<file path="src/rtl/softmax_pkg.sv">
// softmax_pkg: shared sizing, core latency and FP32 helpers for the
// softmax output side (beat type, exponent field position/mask).
package softmax_pkg;

  localparam int SM_WORD_W            = 32;
  localparam int SM_PARALLEL_FACTOR   = 8;
  localparam int SM_TOTAL_WORDS       = 16;
  localparam int SM_FIFO_DEPTH        = 4;
  localparam int SOFTMAX_PIPE_LATENCY = 40;

  localparam int FP32_EXP_LSB = 23;
  localparam int FP32_EXP_W   = 8;
  localparam logic [FP32_EXP_W-1:0] FP32_EXP_MASK = 8'hFF;

  typedef logic [SM_PARALLEL_FACTOR*SM_WORD_W-1:0] beat_t;

  // All-ones exponent: NaN or +/-Inf.
  function automatic logic fp32_nan_inf(input logic [31:0] w);
    return w[FP32_EXP_LSB +: FP32_EXP_W] == FP32_EXP_MASK;
  endfunction

endpackage

</file>
<file path="src/rtl/softmax_drain_valid_delay.sv">
// valid_delay: DEPTH-stage shift line for a single valid bit.
// Ports: clk, rst (async high), d_i in, q_o = d_i delayed DEPTH cycles.
module valid_delay
  import softmax_pkg::*;
#(
  parameter int DEPTH = SOFTMAX_PIPE_LATENCY
) (
  input  logic clk,
  input  logic rst,
  input  logic d_i,
  output logic q_o
);

  logic [DEPTH-1:0] sr_q;

  always_ff @(posedge clk or posedge rst) begin
    if (rst) begin
      sr_q <= '0;
    end else begin
      sr_q[0] <= d_i;
      for (int i = 1; i < DEPTH; i++) begin
        sr_q[i] <= sr_q[i-1];
      end
    end
  end

  assign q_o = sr_q[DEPTH-1];

endmodule

</file>
<file path="src/rtl/softmax_drain.sv">
// softmax_drain: captures valid core beats into a beat FIFO and serializes
// them into a 32-bit word stream with valid/ready and vector-end marking.
// Ports: clk, rst (async high), in_valid, core_data (beat) in;
//   out_data/out_valid/out_last/out_err with out_ready handshake;
//   fifo_level (beats stored), overflow (sticky drop flag).
// Option: SOFTMAX_DRAIN_NAN_FLAG_EN stores a per-lane NaN/Inf flag
//   with each beat and drives out_err; otherwise out_err is tied 0.
module softmax_drain
  import softmax_pkg::*;
#(
  parameter int PARALLEL_FACTOR = SM_PARALLEL_FACTOR,
  parameter int WORD_W          = SM_WORD_W,
  parameter int TOTAL_WORDS     = SM_TOTAL_WORDS,
  parameter int PIPE_LATENCY    = SOFTMAX_PIPE_LATENCY,
  parameter int FIFO_DEPTH      = SM_FIFO_DEPTH
) (
  input  logic                              clk,
  input  logic                              rst,
  input  logic                              in_valid,
  input  logic [PARALLEL_FACTOR*WORD_W-1:0] core_data,
  output logic [WORD_W-1:0]                 out_data,
  output logic                              out_valid,
  input  logic                              out_ready,
  output logic                              out_last,
  output logic                              out_err,
  output logic [$clog2(FIFO_DEPTH):0]       fifo_level,
  output logic                              overflow
);

  localparam int BW  = PARALLEL_FACTOR * WORD_W;
  localparam int AW  = $clog2(FIFO_DEPTH);
  localparam int LW  = AW + 1;
  localparam int LNW = (PARALLEL_FACTOR > 1) ? $clog2(PARALLEL_FACTOR) : 1;
  localparam int WCW = (TOTAL_WORDS > 1) ? $clog2(TOTAL_WORDS) : 1;

  localparam logic [LNW-1:0] LANE_LAST = LNW'(PARALLEL_FACTOR - 1);
  localparam logic [WCW-1:0] WCNT_LAST = WCW'(TOTAL_WORDS - 1);
  localparam logic [LW-1:0]  LVL_FULL  = LW'(FIFO_DEPTH);

  logic              cap_valid;
  logic [BW-1:0]     mem_q [FIFO_DEPTH];
  logic [AW-1:0]     wr_ptr_q;
  logic [AW-1:0]     rd_ptr_q;
  logic [LW-1:0]     level_q;
  logic [LW-1:0]     level_d;
  logic [LNW-1:0]    lane_q;
  logic [WCW-1:0]    wcnt_q;
  logic              ovf_q;
  logic              vld_q;
  logic [WORD_W-1:0] data_q;
  logic [WORD_W-1:0] head_lanes [PARALLEL_FACTOR];
  logic [WORD_W-1:0] head_word;
  logic              empty;
  logic              full;
  logic              advance;
  logic              load;
  logic              pop;
  logic              push;
  logic              accept;

  // The core carries no valid of its own; match its latency here.
  valid_delay #(
    .DEPTH (PIPE_LATENCY)
  ) u_valid_delay (
    .clk (clk),
    .rst (rst),
    .d_i (in_valid),
    .q_o (cap_valid)
  );

  assign empty   = (level_q == '0);
  assign full    = (level_q == LVL_FULL);
  assign accept  = vld_q && out_ready;
  // Output register may take a new word when empty or being accepted.
  assign advance = !vld_q || out_ready;
  assign load    = advance && !empty;
  assign pop     = load && (lane_q == LANE_LAST);
  // A pop on the same edge frees the slot a full FIFO needs.
  assign push    = cap_valid && (!full || pop);

  always_comb begin
    for (int i = 0; i < PARALLEL_FACTOR; i++) begin
      head_lanes[i] = mem_q[rd_ptr_q][i*WORD_W +: WORD_W];
    end
  end

  assign head_word = head_lanes[lane_q];

  always_comb begin
    level_d = level_q;
    unique case ({push, pop})
      2'b10:   level_d = level_q + LW'(1);
      2'b01:   level_d = level_q - LW'(1);
      default: level_d = level_q;
    endcase
  end

  always_ff @(posedge clk) begin
    if (push) begin
      mem_q[wr_ptr_q] <= core_data;
    end
  end

  always_ff @(posedge clk or posedge rst) begin
    if (rst) begin
      wr_ptr_q <= '0;
      rd_ptr_q <= '0;
      level_q  <= '0;
      lane_q   <= '0;
      wcnt_q   <= '0;
      ovf_q    <= 1'b0;
      vld_q    <= 1'b0;
      data_q   <= '0;
    end else begin
      level_q <= level_d;
      if (push) begin
        wr_ptr_q <= wr_ptr_q + AW'(1);
      end
      if (pop) begin
        rd_ptr_q <= rd_ptr_q + AW'(1);
      end
      if (cap_valid && full && !pop) begin
        ovf_q <= 1'b1;
      end
      if (load) begin
        lane_q <= (lane_q == LANE_LAST) ? '0 : lane_q + LNW'(1);
      end
      if (accept) begin
        wcnt_q <= (wcnt_q == WCNT_LAST) ? '0 : wcnt_q + WCW'(1);
      end
      if (advance) begin
        vld_q <= !empty;
        if (!empty) begin
          data_q <= head_word;
        end
      end
    end
  end

  assign out_data   = data_q;
  assign out_valid  = vld_q;
  assign out_last   = vld_q && (wcnt_q == WCNT_LAST);
  assign fifo_level = level_q;
  assign overflow   = ovf_q;

`ifdef SOFTMAX_DRAIN_NAN_FLAG_EN
  logic [PARALLEL_FACTOR-1:0] flag_mem_q [FIFO_DEPTH];
  logic [PARALLEL_FACTOR-1:0] flag_w;
  logic                       err_q;

  always_comb begin
    flag_w = '0;
    for (int i = 0; i < PARALLEL_FACTOR; i++) begin
      flag_w[i] = fp32_nan_inf(core_data[i*WORD_W +: WORD_W]);
    end
  end

  always_ff @(posedge clk) begin
    if (push) begin
      flag_mem_q[wr_ptr_q] <= flag_w;
    end
  end

  always_ff @(posedge clk or posedge rst) begin
    if (rst) begin
      err_q <= 1'b0;
    end else if (advance) begin
      err_q <= !empty && flag_mem_q[rd_ptr_q][lane_q];
    end
  end

  assign out_err = err_q;
`else
  assign out_err = 1'b0;
`endif

endmodule

</file>
<file path="config.mk">
export PLATFORM = sky130hd
export DESIGN_NAME = softmax_drain
export DESIGN_NICKNAME = d
export VERILOG_FILES = /design/src/rtl/softmax_pkg.sv /design/src/rtl/softmax_drain_valid_delay.sv /design/src/rtl/softmax_drain.sv
export SDC_FILE = /design/constraint.sdc
export NUM_CORES = 1
export LEC_CHECK = 0
export CORE_UTILIZATION = 53
export CTS_CLUSTER_DIAMETER = 30
export DETAILED_ROUTE_END_ITERATION = 7
export GPL_TIMING_DRIVEN = 0
export HOLD_SLACK_MARGIN = 0.05
export PLACE_DENSITY = 0.83
export SYNTH_ARGS = -nofsm -noshare
export SYNTH_HDL_FRONTEND = slang
export SYNTH_SLANG_ARGS = --single-unit
export TNS_END_PERCENT = 5
</file>
<file path="constraint.sdc">
create_clock -name clk -period 7 [get_ports clk]
set_input_delay 1.4 -clock clk [delete_from_list [all_inputs] [get_ports clk]]
set_output_delay 1.4 -clock clk [all_outputs]
set_load 0.02 [all_outputs]
</file>
Yosys cells after proc, flatten, opt, wreduce, memory -nomap -nowiden

Memories as Yosys holds them, arrays and structs flattened.
Cells that the tools add are included.

Register bits: 88
RAM bits: 1,024
Bits of input ports: 260
Output and inout bits: 39
Word-level logic and storage cells: 48
Memories kept: 1

$add $sub $neg: 6
Order comparisons: 1
Equal/unequal tests: 5
Muxes and demuxes: 8
Bitwise logic cells: 2
Reduce and logical (&&, ||, !) cells: 16

Memory list:

| name  | depth | bits a word | read ports | clocked after memory_dff | write ports | RTL line            | text |
|---|---|---|---|---|---|---|---|
| mem_q | 4     | 256         | 1          | 0                        | 1           | softmax_drain.sv:41 | `logic [BW-1:0] mem_q [FIFO_DEPTH];` |

Operators by type and width:

| operator            | number |
|---|---|
| $bmux 32 s3         | 1 |
| $mux 32             | 2 |
| $logic_and 1x1->1   | 7 |
| $add 3x1->3 const B | 2 |
| $eq 3x3->1 const B  | 2 |
| $pmux 3 s2          | 1 |
| $add 2x1->2 const B | 2 |
| $add 4x1->4 const B | 1 |
| $eq 4x4->1 const B  | 1 |
| $ge 4x4->1 const B  | 1 |
| $logic_not 1->1     | 4 |
| $mux 4              | 1 |
| $not 3->4           | 1 |
| $logic_not 3->1     | 1 |
| $mux 3              | 1 |
| $sub 3x1->3 const B | 1 |
| $eq 2x1->1 const B  | 1 |
| $eq 2x2->1 const B  | 1 |
| $logic_or 1x1->1    | 2 |
| $mux 1              | 2 |
| $reduce_and 2->1    | 1 |
| $reduce_bool 2->1   | 1 |
| $not 1->1           | 1 |

Longest topological paths before layout

Gate-level depths: netlist of the first run.

Depth after elaboration: 8
Mapped depth: 8
Depth with buffers taken out: 7

By module

A second synthesis of the first run with hierarchy kept.

Cell total of the unflattened synthesis: 2,245
Area, all modules: 42,894.9 um^2

By module, submodules not included:

| module        | instances | cells each | area each (um^2) | seq. area each (um^2) |
|---|---|---|---|---|
| softmax_drain | 1         | 2,204      | 41,890.2         | 31,950.6 |
| valid_delay   | 1         | 41         | 1,004.7          | 1,001.0 |

Worst setup path after synthesis of the first run

OpenSTA, ideal clock, no wires.

Path kind: input -> register
From: input port out_ready
To: memory mem_q[0][0] in the netlist's numbering (enable)
Arrival: 7.831 ns
Path slack: -1.480 ns
Stages on the path: 4
Buffers on the path: 0
Cell sequence: nand2b_1 -> a2111oi_1 -> nor2_1 -> and2_1

Cells in the longest elaborated chain, start to end: 7

RTL lines:

| what                         | RTL line             | text |
|---|---|---|
| from (decl)                  | softmax_drain.sv:23  | `input logic out_ready,` |
| $logic_or 1x1->1             | softmax_drain.sv:75  | `assign advance = !vld_q \|\| out_ready;` |
| $logic_and 1x1->1            | softmax_drain.sv:76  | `assign load = advance && !empty;` |
| $logic_and 1x1->1            | softmax_drain.sv:77  | `assign pop = load && (lane_q == LANE_LAST);` |
| $logic_or 1x1->1             | softmax_drain.sv:79  | `assign push = cap_valid && (!full \|\| pop);` |
| $logic_and 1x1->1            | softmax_drain.sv:79  |  |
| $mux 1                       | softmax_drain.sv:99  | `if (push) begin` |
| $mux 1 (implied by the code) | softmax_drain.sv:100 | `mem_q[wr_ptr_q] <= core_data;` |
| to (decl)                    | softmax_drain.sv:41  |  |

Every way passes these cells.

Worst setup path in the final report of the first run

From: input port out_ready
To: memory mem_q[1][189] in the netlist's numbering (enable)

Same word-level chain as after synthesis.

==> results of run 1 <==
worst max-delay path: stages:
cell and delay (ns):
clkdlybuf4s50_1 0.52, nand2b_1 0.22, a2111oi_1 0.15, nor2_1 0.49, and2_4 0.63, buf_16 0.32
buf_16 0.34, buf_16 0.26, buf_16 0.27
cell type report:
type / count / area, µm² / share of cell area (%)
Clock buffer: 196 / 4550 / 8.42
Sequential cell: 1112 / 33000 / 61.0
Multi-Input combinational cell: 990 / 9000 / 16.7
Inverter: 8 / 32.5 / 0.0602
Antenna cell: 27 / 67.6 / 0.125
Buffer: 134 / 783 / 1.45
Timing Repair Buffer: 319 / 3550 / 6.57
Tap cell: 1050 / 1310 / 2.43
Clock inverter: 133 / 1760 / 3.27
metal layers:
| layer | up-vias | routed length (µm) | track usage (%) |
|---|---|---|---|
| li1 | 10300 | - | - |
| met1 | 12600 | 40600 | 33.8 |
| met2 | 1568 | 58800 | 46.5 |
| met3 | 282 | 13300 | 9.50 |
| met4 | 36 | 4910 | 12.3 |
| met5 | - | 203 | 0 |
kinds of logic (layout without fill, tap and decap cells):
| kind of cell | Yosys count | after routing | synth area share (%) |
|---|---|---|---|
| xor gates and xnor gates | 6 | 6 | 0.123 |
| DFF | 1112 | 1112 | 77.1 |
| and+or+nand+nor | 64 | 64 | 0.670 |
| adders and majority gates | 8 | 8 | 0.252 |
| other | 1 | 28 | 0.00877 |
| buffers and inverters | 142 | 790 | 1.90 |
| AOI/OAI and AO/OA | 397 | 397 | 7.93 |
| muxes | 514 | 514 | 12.0 |
worst min-delay path by stage:
stage	from	end	depth (start not counted)	slack [ns]
2_1_floorplan	u_valid_delay.sr_q[9]$_DFF_PP0_	u_valid_delay.sr_q[10]$_DFF_PP0_	0	0.33
3_3_place_gp	u_valid_delay.sr_q[0]$_DFF_PP0_	u_valid_delay.sr_q[1]$_DFF_PP0_	0	0.34
3_5_place_dp	u_valid_delay.sr_q[7]$_DFF_PP0_	u_valid_delay.sr_q[8]$_DFF_PP0_	0	0.34
4_1_cts	u_valid_delay.sr_q[1]$_DFF_PP0_	u_valid_delay.sr_q[2]$_DFF_PP0_	0	0.34
5_1_grt	u_valid_delay.sr_q[24]$_DFF_PP0_	u_valid_delay.sr_q[25]$_DFF_PP0_	0	0.34
6_report	u_valid_delay.sr_q[24]$_DFF_PP0_	u_valid_delay.sr_q[25]$_DFF_PP0_	0	0.33
metrics by stage:
step / power, mW / instance area, µm² / utilization (%)
global placement: 16.6 / 47000 / 59.3
global route: 26.4 / 54000 / 68.0
CTS: 25.7 / 53900 / 67.9
floorplan: 14.0 / 42800 / -
detailed placement: 16.5 / 47600 / 60.0
finish: 25.8 / 54000 / 68.0
power groups by stage:
stage | registers [mW] | clock network (mW) | logic [mW]
final | 9.22 | 9.07 | 7.51
after global routing | 9.28 | 9.40 | 7.76
after CTS | 9.19 | 9.08 | 7.42
after detailed placement | 9.27 | 0 | 7.25
after global placement | 9.79 | 0 | 6.83
after floorplan | 9.57 | 0 | 4.38
cells in the final DEF (no fill, tap or decap), types with 25 or more instances in the layout:
cell             synthesis  layout
edfxtp_1              1024    1024
diode_2                  0      27
mux2i_1                513     513
o22ai_1                 32      32
a221oi_2                27      27
o41ai_2                 32      32
a221oi_1                37      37
a22oi_1                128     128
a21oi_1                 65      65
clkinv_2                 0      25
buf_4                   39      39
clkbuf_16                0     176
dfrtp_1                 88      88
bufinv_16                0      25
clkbuf_1                51      64
clkdlybuf4s50_1          0     297
nand2_1                 43      43
a22o_1                  64      64
state kept, by name, indices dropped and copies added (netlist names):
name	flops
wr_ptr_q	2
u_valid_delay.sr_q	40
overflow	1
lane_q	3
fifo_level	3
wcnt_q	4
out_valid	1
out_data	32
rd_ptr_q	2
mem_q	1024
==> reports/metrics.yaml, run 1 <==
status: "finished, final reports clean"
vdd_drop_max_mv: 0.361
ys_seq_area_share_pct: 77.1
crit_start: "out_ready"
die_area_um2: 81800
tns_ns: 0
vias: 24700
worstRegToRegCells: 9
start_util_pct: 53.9
drc: 0
port-buffer-count: 297
rsz0062_at_grt: "false"
place_hpwl_um: 73400
boundaryPins: 299
cts-hold-fix-buffers: 0
grt_pass1_wl_um: 166000
p_comb_share_pct: 29.1
setup_violations: 0
worstPathMaxFanout: 57
cp-end-kind: "flop"
clock-sinks: 1112
dp_cells: 3613
internal_power_mw: 17.2
critPathLaunchType: "input pin"
grt_max_degree: 69
reg2reg_from: "lane_q[0]$_DFFE_PP0P_"
syn_area_per_cell_um2: 19.1
layout_setup_ws_ns: 2.65
synth_flop_cell: "edfxtp_1"
clock_path_buffers: 3
clk_pin_slew_ns: 0.06
area_growth_syn_to_layout_pct: 26.3
rows: 103
synth_seq_cells: 1112
wl_um: 118000
arrival_ns: 4.76
skew_ns: 0.0387
dieHeight_um: 286
cp.required_ns: 7.41
wire_per_inst_um: 29.7
grt_pass1_vias: 25400
ys_warn_count: 0
final_cells: 3969
synth_edf_count: 1024
first_pass_iters: 6
via_per_inst: 6.22
preCtsSetupSlack_ns: 1.91
maxCapViolations: 0
overflow: 0
grt_util_all_layers_pct: 28.2
critPathCapture: "mem_q[1][189]$_DFFE_PP_"
yosysMostFrequentCell: "edfxtp_1"
nNetsFinal: 3009
async_flop_share_pct: 7.91
slew_headroom_pct: 36.1
switching_share_pct: 33.3
netlist_area_um2: 42700
finalMaxSlewViolations: 0
post_synth_inst_count: 2244
period_share_pct: 62.1
drive_gt1_share_pct: 16.0
p_seq_share_pct: 35.7
r2r_slack_ns: 2.89
grt_antenna_before_repair: 38
ant_nets: 0
syn_nets: 2512
yosysTopAreaCell: "edfxtp_1"
path_class: "in2reg"
clk_latency_ns: 0.78
htree_num_levels: 4
tightest_slew_ns: 0.958
synth_top_cells_by_area: "edfxtp_1, mux2i_1, dfrtp_1, a22oi_1, a22o_1"
die_x_um: 286
cts_buffers: 176
cts_resized: 0
clkPwrFrac_pct: 35.2
yosysTopAreaCellShare_pct: 71.9
hold_viol_final: 0
switching_power_mw: 8.60
postCtsSetupBuffers: 0
core_um2: 79400
max_freq_ghz: 0.230
place_congestion: 0.890
first_iter_violations: 2845
hold_slack_ns: 0.334
r2r_end: "mem_q[1][189]$_DFFE_PP_"
fin_crit_ns: 4.35
root_buffer: "clkbuf_16"
hp-class: "reg2reg"
cts_tree: "yes"
synth.distinct_cells: 41
synthTopCellsByCount: "edfxtp_1, mux2i_1, a22oi_1, dfrtp_1, a21oi_1"
p_per_area_nw_per_um2: 478
fillers: 4740
power.leakage_nw: 19.2
No activity file was read; power rests on OpenSTA's default activity.
==> inputs of run 2 (changes only) <==
==> constraint.sdc (replaced) <==
create_clock -name clk -period 3.5 [get_ports clk]
set_input_delay 0.7 -clock clk [delete_from_list [all_inputs] [get_ports clk]]
set_output_delay 0.7 -clock clk [all_outputs]
set_load 0.02 [all_outputs]
==> reports/metrics.yaml, run 2 (same netlist as run 1, synthesis figures left out) <==
nNetsFinal: 2995  # -0.47%
max_freq_ghz: 0.304
tns_ns: 0  # unchanged
critPathLaunchType: "flop"
overflow: 0  # unchanged
p_per_area_nw_per_um2: 926  # +94%
vias: 24300  # -1.5%
fillers: 4939  # +4.2%
worstPathMaxFanout: 57  # unchanged
wl_um: 115000  # -2.8%
path_class: "reg2reg"
wire_per_inst_um: 29.1  # -2.1%
cts-hold-fix-buffers: 0  # unchanged
final_area_um2: 53100  # -1.7%
first_iter_violations: 3041  # +6.9%
cp.required_ns: 3.89  # -3.52 ns
first_pass_iters: 5  # -1
grt_pass1_vias: 24700  # -2.8%
power.leakage_nw: 18.7  # -2.3%
cpLargestDelayFamily: "simple AND/OR/NAND/NOR gates"
start_util_pct: 53.9  # unchanged
place_hpwl_um: 71600  # -2.5%
postCtsSetupBuffers: 0  # unchanged
preCtsSetupSlack_ns: -0.251  # -2.16 ns
place_area_um2: 47500  # -0.17%
dieHeight_um: 286  # unchanged
tightest_slew_ns: 1.03  # +0.0762 ns
crit_chain: "ha_1 -> ha_1 -> a2111oi_2 -> nor2_4 -> and2_4 -> buf_16 -> buf_16"
crit_buf_inv: 2  # -3
fin_util_pct: 66.9  # -1.1 points
slowest_stage: "and2_4"
period_share_pct: 94.1
boundaryPins: 299  # unchanged
clock-sinks: 1112  # unchanged
clk_latency_ns: 0.76  # -0.02 ns
final_cell_mix: "edfxtp_1, mux2i_1, clkdlybuf4s50_1"
met3_usage_pct: 8.93  # -0.57 points
cts_tree: "yes"
globalRouteMet1Util_pct: 33.3  # -0.49 points
worstRegToRegCells: 7  # -2
cp-end-kind: "flop"
core_um2: 79400  # unchanged
arrival_ns: 3.68  # -1.08 ns
layout_setup_ws_ns: 0.207  # -2.44 ns
fin_crit_ns: 3.29
htree_num_levels: 4  # unchanged
largest_register_ff_count: 1024  # unchanged
area_growth_syn_to_layout_pct: 24.2
grt_max_degree: 64  # -7.2%
top_usage_layer: "met2"
finalMaxSlewViolations: 0  # unchanged
drive_gt1_share_pct: 14.8  # -1.2 points
critPathMaxStageDelay_ns: 0.53  # -0.10 ns
cp.depth: 7  # -2
grt_antenna_before_repair: 41  # +7.9%
port-buffer-count: 297  # unchanged
die_area_um2: 81800  # unchanged
die_x_um: 286  # unchanged
clock_path_buffers: 3  # unchanged
vdd_drop_max_mv: 0.547  # +52%
clk_pin_slew_ns: 0.05  # about the same
hp-class: "in2async"
setup_violations: 0  # unchanged
rows: 103  # unchanged
top_register: "mem_q"
met2_usage_pct: 43.4  # -3.1 points
place_congestion: 0.865  # -2.9%
drc: 0  # unchanged
via_per_inst: 6.18  # -0.75%
slew_headroom_pct: 31.0  # -5.1 points
skew_ns: 0.0293  # -0.00943 ns
maxCapViolations: 0  # unchanged
hold_viol_final: 0  # unchanged
status: "finished, final reports clean"
grt_pass1_wl_um: 161000  # -3.2%
cts_buffers: 162  # -8.0%
ant_nets: 0  # unchanged
grt_util_all_layers_pct: 27.3  # -0.89 points
cts_resized: 0  # unchanged
rsz0062_at_grt: "false"
final_common_cell: "edfxtp_1"
root_buffer: "clkbuf_16"
## run 2: cell type report
cell class	count	area (µm²)	share of cell area, %
Clock buffer	192	4270	8.04
Tap cell	1050	1310	2.47
Multi-Input combinational cell	994	9050	17.0
Timing Repair Buffer	315	3450	6.50
Sequential cell	1112	33000	62.1
Clock inverter	106	1170	2.21
Antenna cell	29	72.6	0.137
Inverter	8	32.5	0.0613
Buffer	134	783	1.48
## run 2: stage by stage
stage | power (mW) | std cells | hold slack (ns)
after floorplan | 27.4 | 2244 | 0.331
after global placement | 32.4 | 3591 | 0.334
after detailed placement | 32.9 | 3609 | 0.335
after CTS | 49.0 | 3907 | 0.273
after global routing | 50.6 | 3933 | 0.307
final | 49.1 | 3940 | 0.297
## run 2: path summary, 6_finish.rpt
| kind | start | endpoint | slack [ns] |
|---|---|---|---|
| max in group asynchronous | rst | out_data[13]$_DFFE_PP0P_ | 2.49 |
| worst max-delay path | lane_q[0]$_DFFE_PP0P_ | mem_q[1][178]$_DFFE_PP_ | 0.21 |
| min in group clk | u_valid_delay.sr_q[4]$_DFF_PP0_ | u_valid_delay.sr_q[5]$_DFF_PP0_ | 0.33 |
| worst min-delay path | rst | wcnt_q[2]$_DFFE_PP0P_ | 0.30 |
| worst max register to register | lane_q[0]$_DFFE_PP0P_ | mem_q[1][178]$_DFFE_PP_ | 0.21 |
| worst min register to register | u_valid_delay.sr_q[4]$_DFF_PP0_ | u_valid_delay.sr_q[5]$_DFF_PP0_ | 0.33 |
## run 2: where the power goes
group,internal (mW),switching [mW],total (mW)
combinational,5.41,9.38,14.8
sequential,17.5,0.927,18.4
clock,9.78,6.17,15.9
total,32.7,16.5,49.1
## run 2: worst reg2reg max path, stage by stage, from the launching register on
cell and delay (ns):
dfrtp_1 0.45, ha_1 0.19, ha_1 0.41, a2111oi_2 0.19, nor2_4 0.36, and2_4 0.53, buf_16 0.34, buf_16 0.38
## run 2: layer usage
layer  part of all wire, %  wire (µm)
met3                    12      13400
met4                   4.7       5340
met5                  0.20        230
met2                    48      55500
met1                    35      40100
